===== src/rtl/instr_fetch_pkg.sv =====
// Shared types and constants for the instruction fetch unit.
package instr_fetch_pkg;

    localparam int INSTR_W = 32;
    localparam int ADDR_W  = 32;
    localparam logic [ADDR_W-1:0] PC_STEP = 32'd4;

    // One prefetched instruction together with the byte address it came from.
    typedef struct packed {
        logic [ADDR_W-1:0]  pc;
        logic [INSTR_W-1:0] instr;
    } fetch_entry_t;

    localparam fetch_entry_t ENTRY_ZERO = '0;

    // Word-align a byte address by dropping its two low bits.
    function automatic logic [ADDR_W-1:0] align_pc(input logic [ADDR_W-1:0] addr);
        return {addr[ADDR_W-1:2], 2'b00};
    endfunction

endpackage


===== src/rtl/instr_fetch_unit_buffer.sv =====
// Two-entry synchronous FIFO holding prefetched {pc, instr} pairs.
// Entry 0 is always the head; flush overrides push and pop.
module fetch_buffer
    import instr_fetch_pkg::*;
(
    input  logic         clk,
    input  logic         reset,
    input  logic         push,
    input  logic         pop,
    input  logic         flush,
    input  fetch_entry_t push_data,
    output logic [1:0]   count,
    output fetch_entry_t head
);

    fetch_entry_t entry0_q, entry1_q;
    fetch_entry_t entry0_d, entry1_d;
    logic [1:0]   count_q, count_d;
    logic         pop_eff, push_eff;

    // A pop needs something to remove; a push needs a free slot (or one freed by the pop).
    assign pop_eff  = pop & (count_q != 2'd0);
    assign push_eff = push & ((count_q != 2'd2) | pop_eff);

    // Next-state of the storage: shift toward entry 0 on pop, append behind the last valid entry.
    always_comb begin
        entry0_d = entry0_q;
        entry1_d = entry1_q;
        count_d  = count_q;
        if (flush) begin
            count_d = 2'd0;
        end else begin
            case ({push_eff, pop_eff})
                2'b10: begin
                    if (count_q == 2'd0) entry0_d = push_data;
                    else                 entry1_d = push_data;
                    count_d = count_q + 2'd1;
                end
                2'b01: begin
                    entry0_d = entry1_q;
                    count_d  = count_q - 2'd1;
                end
                2'b11: begin
                    if (count_q == 2'd1) begin
                        entry0_d = push_data;
                    end else begin
                        entry0_d = entry1_q;
                        entry1_d = push_data;
                    end
                end
                default: ;
            endcase
        end
    end

    // Storage and occupancy registers.
    always_ff @(posedge clk or negedge reset) begin
        if (!reset) begin
            entry0_q <= ENTRY_ZERO;
            entry1_q <= ENTRY_ZERO;
            count_q  <= 2'd0;
        end else begin
            entry0_q <= entry0_d;
            entry1_q <= entry1_d;
            count_q  <= count_d;
        end
    end

    assign count = count_q;
    // Present zeros when empty so the decode side never sees stale data.
    assign head  = (count_q != 2'd0) ? entry0_q : ENTRY_ZERO;

endmodule


===== src/rtl/instr_fetch_unit.sv =====
// Instruction fetch unit: owns the PC, reads the combinational instruction
// memory and queues fetched words for decode in a 2-entry prefetch buffer.
//
// Decode handshake: dec_valid says the head entry (dec_pc/dec_instr) is
// meaningful; a transfer happens on a rising edge where dec_valid and
// dec_ready are both high, except when redirect_valid is high in that cycle,
// which kills the transfer. While dec_valid=1 and dec_ready=0 the head is
// held stable.
module instr_fetch_unit
    import instr_fetch_pkg::*;
#(
    parameter logic [31:0] RESET_PC   = 32'h0000_0000,
    parameter int unsigned IMEM_BYTES = 256,
    parameter int unsigned BUF_DEPTH  = 2
) (
    input  logic        clk,
    input  logic        reset,
    output logic [31:0] imem_addr,
    input  logic [31:0] imem_rdata,
    output logic        dec_valid,
    input  logic        dec_ready,
    output logic [31:0] dec_instr,
    output logic [31:0] dec_pc,
    input  logic        redirect_valid,
    input  logic [31:0] redirect_pc,
    output logic        misalign_err,
    output logic        oor_stall
);

    localparam logic [31:0] LAST_ADDR = 32'(IMEM_BYTES - 4);

    logic [31:0]  pc_q, pc_d;
    logic         misalign_q;
    logic [1:0]   buf_count;
    logic         pop, can_push, fetch;
    fetch_entry_t push_entry, head_entry;

    assign imem_addr = pc_q;
    assign oor_stall = (pc_q > LAST_ADDR);

    assign dec_valid = (buf_count != 2'd0);
    assign pop       = dec_valid & dec_ready;
    assign can_push  = (32'(buf_count) < BUF_DEPTH) | pop;
    assign fetch     = can_push & ~oor_stall & ~redirect_valid;

    assign push_entry = '{pc: pc_q, instr: imem_rdata};

    // Next PC: a redirect wins, then sequential advance on fetch, else hold.
    always_comb begin
        pc_d = pc_q;
        if (redirect_valid) begin
            pc_d = align_pc(redirect_pc);
        end else if (fetch) begin
            pc_d = pc_q + PC_STEP;
        end
    end

    // PC register.
    always_ff @(posedge clk or negedge reset) begin
        if (!reset) begin
            pc_q <= RESET_PC;
        end else begin
            pc_q <= pc_d;
        end
    end

    // Sticky flag for redirects whose target was not word aligned.
    always_ff @(posedge clk or negedge reset) begin
        if (!reset) begin
            misalign_q <= 1'b0;
        end else if (redirect_valid && (redirect_pc[1:0] != 2'b00)) begin
            misalign_q <= 1'b1;
        end
    end

    assign misalign_err = misalign_q;

    fetch_buffer u_buf (
        .clk       (clk),
        .reset     (reset),
        .push      (fetch),
        .pop       (pop),
        .flush     (redirect_valid),
        .push_data (push_entry),
        .count     (buf_count),
        .head      (head_entry)
    );

    assign dec_instr = head_entry.instr;
    assign dec_pc    = head_entry.pc;

endmodule


===== config.mk =====
export PLATFORM = sky130hd
export DESIGN_NAME = instr_fetch_unit
export DESIGN_NICKNAME = d
export VERILOG_FILES = /design/src/rtl/instr_fetch_pkg.sv /design/src/rtl/instr_fetch_unit_buffer.sv /design/src/rtl/instr_fetch_unit.sv
export SDC_FILE = /design/constraint.sdc
export NUM_CORES = 1
export LEC_CHECK = 0
export CORE_MARGIN = 2
export CORE_UTILIZATION = 44
export DETAILED_ROUTE_END_ITERATION = 8
export PLACE_DENSITY = 0.77
export SLEW_MARGIN = 10
export SYNTH_ARGS = -nofsm -noshare
export SYNTH_HDL_FRONTEND = slang
export SYNTH_SLANG_ARGS = --single-unit

===== constraint.sdc =====
create_clock -name clk -period 3.15 [get_ports clk]
set_input_delay 0.315 -clock clk [delete_from_list [all_inputs] [get_ports clk]]
set_output_delay 0.315 -clock clk [all_outputs]
set_load 0.05 [all_outputs]

==> results.sh, run 1 <==
export IMPL_antenna_found_initial=0
export IMPL_wirelength_um=16840
export IMPL_grt_pass1_wl_um=27260
export IMPL_maxCapViolCount=0
export IMPL_crit_start="u_buf.count[1]"
export IMPL_crit_type="reg -> out"
export IMPL_finalPower_uw=6235
export IMPL_vias=5107
export IMPL_hold_viol_final=14
export IMPL_p_seq_share_pct=40.2
export IMPL_fin_crit_sh_pct=92.87
export IMPL_required_ps=2830
export IMPL_p_comb_share_pct=23.7
export IMPL_hold_ws_ps=-16.55
export IMPL_die_h_um=128.3
export IMPL_status="finished, violations left"
export IMPL_post_cts_resized=0
export IMPL_power_density_nw_per_um2=671.7
export IMPL_layout_common_cells="162 x clkdlybuf4s50_1, 158 x dfrtp_1, 89 x nor2b_1, 71 x a21oi_1, 61 x mux2_2"
export IMPL_clock_root_buffer="clkbuf_16"
export IMPL_finClkSkew_ps=8.526
export IMPL_leakage_uw=0.004092
export IMPL_antenna_left=0
export IMPL_num_antenna_cells=0
export IMPL_drc=0
export IMPL_syn_area_per_cell_um2=11.33
export IMPL_synth_cells=600
export IMPL_grt_overflow=0
export IMPL_r2r_end="u_buf.entry0_q[29]"
export IMPL_p_int_uw=4336
export IMPL_yosysWarnings=0
export IMPL_cts_setup_buffers=0
export IMPL_violations="negative hold slack"
export IMPL_clock_sinks=158
export IMPL_path_clk_slew_ps=60
export IMPL_die_area_um2=16460
export IMPL_critPathCaptureType="primary output"
export IMPL_crit_arrival_ps=2610
export IMPL_die_width_um=128.3
export IMPL_insertion_delay_ps=430
export IMPL_rr_worst_depth=8
export IMPL_start_kind="flip-flop"
export IMPL_seq_area_frac_synth_pct=58.15
export IMPL_syn_area_um2=6799
export IMPL_cts_made_buffers=17
export IMPL_power_frac_clock_pct=36.1
export IMPL_grt_use_total_pct=21.40
export IMPL_synth_cell_types=40
export IMPL_pre_cts_slack_ps=599.9
export IMPL_finalWeightedCongestion=0.7718
export IMPL_finalWorstSetupSlack_ps=224.7
export IMPL_drtIter0Drc=423
export IMPL_regToRegStartpoint="u_buf.count[1]"
export IMPL_grt_setup_unrepaired="false"
export IMPL_h_tree_depth=4
export IMPL_crit_end="dec_instr[29]"
export IMPL_syn2layout_area_growth_pct=36.51
export IMPL_switchingPower_uw=1899
export IMPL_grt_pass1_vias=5303
export IMPL_start_util_pct=44.89
export IMPL_core_um2=15150
export IMPL_setup_violations=0
export IMPL_fp_row_count=45
export IMPL_firstDrtPassIters=5
export IMPL_max_slew_margin_pct=26.18
export IMPL_max_freq_mhz=341.8
export IMPL_hpwl_um=10860
export IMPL_holdBufCountCts=0
export IMPL_clk_path_buf_depth=2
export IMPL_cts_tree="built"
export IMPL_netlist_area_leader_share_pct=58.15
export IMPL_io_pins=167
export IMPL_mostFrequentLayoutCell="clkdlybuf4s50_1"
export IMPL_crit_fanout=45
export IMPL_rrSetupSlack_ps=540
export IMPL_hp_class="in -> async"
export IMPL_io_buffer_count=164
export IMPL_worst_slew_pin_slew_ps=1107
export IMPL_fin_setup_tns_ps=0
export IMPL_ys_ff_latch=158
export IMPL_synth_area_top_cells="dfrtp_1 58%, mux2_2 10%, nor2b_1 8.2%"
export IMPL_grt_max_degree=99
export IMPL_drive_gt1_share_pct=15.38
export IMPL_power_share_switching_pct=30.45
export IMPL_avgViaCountPerCell=5.348
export IMPL_drv_slew=0
export IMPL_yosysTopAreaCell="dfrtp_1"
export IMPL_min_period_ps=2925
export IMPL_ir_drop_v=0.0003471
export IMPL_final_nets=826
export IMPL_wire_per_inst_um=17.64
==> stage by stage <==
step,instance area (um2),std cells,utilization [%]
3_3_place_gp,8626,923,56.95
2_1_floorplan,6803,601,-
5_1_grt,9281,955,61.28
4_1_cts,9281,955,61.28
3_5_place_dp,8626,923,56.95
6_report,9281,955,61.28
==> flip-flops by register name, summed over array words and instances, names as in the netlist <==
register,count
imem_addr,30
u_buf.entry0_q,63
u_buf.entry1_q,62
misalign_err,1
u_buf.count,2
==> synth_stat cells (all sizes together) <==
library cell  count
dfrtp           158
nor2b            89
a21oi            71
mux2             63
nand2            46
nor2             44
clkbuf           30
a22o             25
buf              13
nor4             10
o21ai             6
inv               5
ha                4
nand2b            4
o21bai            4
nand4             3
nor3              3
o31a              3
a31oi             2
and2              2
mux2i             2
xnor2             2
xor2              2
a211o             1
conb              1
nand4b            1
o31ai             1
o32a              1
o32ai             1
or3               1
or4               1
or4b              1
==> worst min path at each step <==
stage            startpoint                  to
2_1_floorplan         reset       imem_addr[10]
3_3_place_gp          reset  u_buf.entry0_q[25]
3_5_place_dp   misalign_err        misalign_err
4_1_cts               reset  u_buf.entry1_q[22]
5_1_grt               reset  u_buf.entry0_q[21]
6_report              reset  u_buf.entry0_q[21]
==> kinds of logic (layout without fill, tap and decap cells) <==
group / Yosys count / after routing / synth area share [%]
compound gates: 115 / 115 / 10.49
flops: 158 / 158 / 58.15
fa+ha+maj: 4 / 4 / 0.7361
xor+xnor: 4 / 4 / 0.5154
buf+inv: 48 / 214 / 3.294
mux: 65 / 65 / 10.73
simple gates: 205 / 205 / 16.03
other cells: 1 / 2 / 0.05516
==> per-layer routing <==
| layer | global-route usage [%] | wire, um | up-vias |
|---|---|---|---|
| met5 | 0 | 0 | - |
| met4 | 8.016 | 305 | 0 |
| met3 | 5.927 | 958 | 22 |
| met2 | 35.11 | 8309 | 179 |
| met1 | 27.28 | 7270 | 2552 |
| li1 | - | - | 2354 |
==> power groups by stage <==
| stage | registers [uW] | logic, uW | clock network [uW] |
|---|---|---|---|
| after floorplan | 2620 | 837 | 0 |
| after CTS | 2510 | 1490 | 2290 |
| after global routing | 2550 | 1580 | 2380 |
| final | 2510 | 1480 | 2250 |
| after global placement | 2520 | 1430 | 0 |
| after detailed placement | 2540 | 1470 | 0 |
==> worst max-delay path: stages (launching register included) <==
cell	delay, ps
dfrtp_1	430
inv_1	130
ha_2	270
buf_4	450
nor2b_1	140
clkdlybuf4s50_1	730
==> final cells by class <==
class | instances | area [um2]
clock buffers | 18 | 439.2
clock inverters | 14 | 216.5
fillers | 1153 | 5864
inverters | 5 | 18.77
multi-input cells | 395 | 2658
flip-flops and latches | 158 | 3954
well taps | 188 | 235.2
repair buffers | 177 | 1760
(Power assumes the default switching activity.)
==> run 2: changes to the inputs <==
==> constraint.sdc (replaced) <==
create_clock -name clk -period 3.1 [get_ports clk]
set_input_delay 0.31 -clock clk [delete_from_list [all_inputs] [get_ports clk]]
set_output_delay 0.31 -clock clk [all_outputs]
set_load 0.05 [all_outputs]
==> run 2 against run 1 <==
- the flow now finishes without violations
- global-route usage decreased by 0.45 points
- largest power group unchanged
- largest cell class unchanged
- power decreased by 0.24%
- critical path depth unchanged
- critical path type unchanged
==> results.sh, run 2 (synthesized netlist as in run 1, its figures left out) <==
export IMPL_status="complete, no violations"
export IMPL_maxCapViolCount=0
export IMPL_final_nets=827
export IMPL_global_route_usage_met3_pct=4.257
export IMPL_start_util_pct=44.89
export IMPL_die_width_um=128.3
export IMPL_grt_pass1_vias=5197
export IMPL_layout_common_cells="162 x clkdlybuf4s50_1, 158 x dfrtp_1, 89 x nor2b_1, 71 x a21oi_1, 61 x mux2_2"
export IMPL_die_area_um2=16460
export IMPL_grt_overflow=0
export IMPL_antenna_found_initial=0
export IMPL_finalPower_uw=6220
export IMPL_largest_register="u_buf.entry0_q"
export IMPL_num_antenna_cells=0
export IMPL_gr_max_usage_layer="met2"
export IMPL_vias=5049
export IMPL_ir_drop_v=0.0003559
export IMPL_cts_made_buffers=17
export IMPL_hp_class="in -> async"
export IMPL_io_pins=167
export IMPL_core_um2=15150
export IMPL_largest_reg_flops=63
export IMPL_post_cts_resized=0
export IMPL_setup_violations=0
export IMPL_path_clk_slew_ps=60
export IMPL_grt_use_total_pct=20.96
export IMPL_grt_max_degree=87
export IMPL_finClkSkew_ps=7.722
export IMPL_drive_gt1_share_pct=15.12
export IMPL_hpwl_um=10620
export IMPL_crit_type="reg -> out"
export IMPL_grt_setup_unrepaired="false"
export IMPL_start_kind="flip-flop"
export IMPL_max_slew_margin_pct=24.18
export IMPL_firstDrtPassIters=4
export IMPL_leakage_uw=0.004089
export IMPL_drv_slew=0
export IMPL_fin_setup_tns_ps=0
export IMPL_gr_usage_met2_pct=33.51
export IMPL_drtIter0Drc=321
export IMPL_die_h_um=128.3
export IMPL_cts_setup_buffers=0
export IMPL_power_density_nw_per_um2=670.9
export IMPL_cts_tree="built"
export IMPL_gr_usage_met1_pct=27.99
export IMPL_insertion_delay_ps=430
export IMPL_min_period_ps=2860
export IMPL_clock_root_buffer="clkbuf_16"
export IMPL_syn2layout_area_growth_pct=36.35
export IMPL_antenna_left=0
export IMPL_h_tree_depth=4
export IMPL_critPathCaptureType="primary output"
export IMPL_holdBufCountCts=1
export IMPL_mostFrequentLayoutCell="clkdlybuf4s50_1"
export IMPL_required_ps=2790
export IMPL_avgViaCountPerCell=5.287
export IMPL_wire_per_inst_um=17.24
export IMPL_fp_row_count=45
export IMPL_crit_arrival_ps=2550
export IMPL_crit_fanout=46
export IMPL_n_fill_cell=1214
export IMPL_fin_crit_sh_pct=92.25
export IMPL_wirelength_um=16460
export IMPL_io_buffer_count=164
export IMPL_clk_path_buf_depth=2
export IMPL_grt_pass1_wl_um=26590
export IMPL_max_freq_mhz=349.7
export IMPL_finalWeightedCongestion=0.7471
export IMPL_clock_sinks=158
export IMPL_worst_slew_pin_slew_ps=1137
export IMPL_hold_viol_final=0
export IMPL_drc=0
-- run 2: power breakdown --
part	switching [uW]	internal (uW)	leakage (uW)
Sequential	172	2370	0.00203
Combinational	900	584	0.00176
Clock	811	1380	0.000306
-- run 2: critical path: stages (launching register included) --
cell,delay [ps]
dfrtp_1,420
inv_1,110
ha_2,190
buf_4,290
nor2b_1,260
clkdlybuf4s50_1,850
-- run 2: layout make-up --
type                            instances  area (um2)  share of cell area, %
Clock buffer                           20       456.7                  4.926
Clock inverter                         11       165.2                  1.782
Inverter                                5       18.77                 0.2025
Multi-Input combinational cell        395        2658                  28.67
Sequential cell                       158        3954                  42.65
Tap cell                              188       235.2                  2.537
Timing Repair Buffer                  178        1783                  19.23
-- run 2: worst paths after layout --
check / from / to / slack, ps / cells past startpoint
max: u_buf.count[1] / dec_pc[6] / 240 / 5
min: reset / u_buf.entry0_q[24] / 430 / 2
max reg2reg: u_buf.count[1] / u_buf.entry0_q[36] / 400 / 8
min reg2reg: u_buf.entry1_q[41] / u_buf.entry0_q[41] / 490 / 1
max in group asynchronous: reset / u_buf.entry0_q[56] / 1770 / 3
min in group clk: imem_rdata[9] / u_buf.entry0_q[9] / 450 / 3
-- run 2: routing by layer --
metal / vias to the layer above / routed length [um]
met2: 152 / 8052
met1: 2519 / 7306
met5: - / 0
met4: 0 / 347
met3: 24 / 757
li1: 2354 / -
-- run 2: through the flow --
| stage | util (%) | area (um2) | hold WS, ps | setup slack (ps) | cells |
|---|---|---|---|---|---|
| finish | 61.21 | 9270 | 425.8 | 240.3 | 955 |
| global route | 61.21 | 9270 | 460.7 | 112.4 | 955 |
| CTS | 61.21 | 9270 | 436.7 | 233.2 | 955 |
| detailed placement | 57.03 | 8638 | 338.4 | 431.1 | 923 |
| global placement | 57.03 | 8638 | 331.7 | 535.3 | 923 |
| floorplan | - | 6803 | 14.41 | 416.9 | 601 |
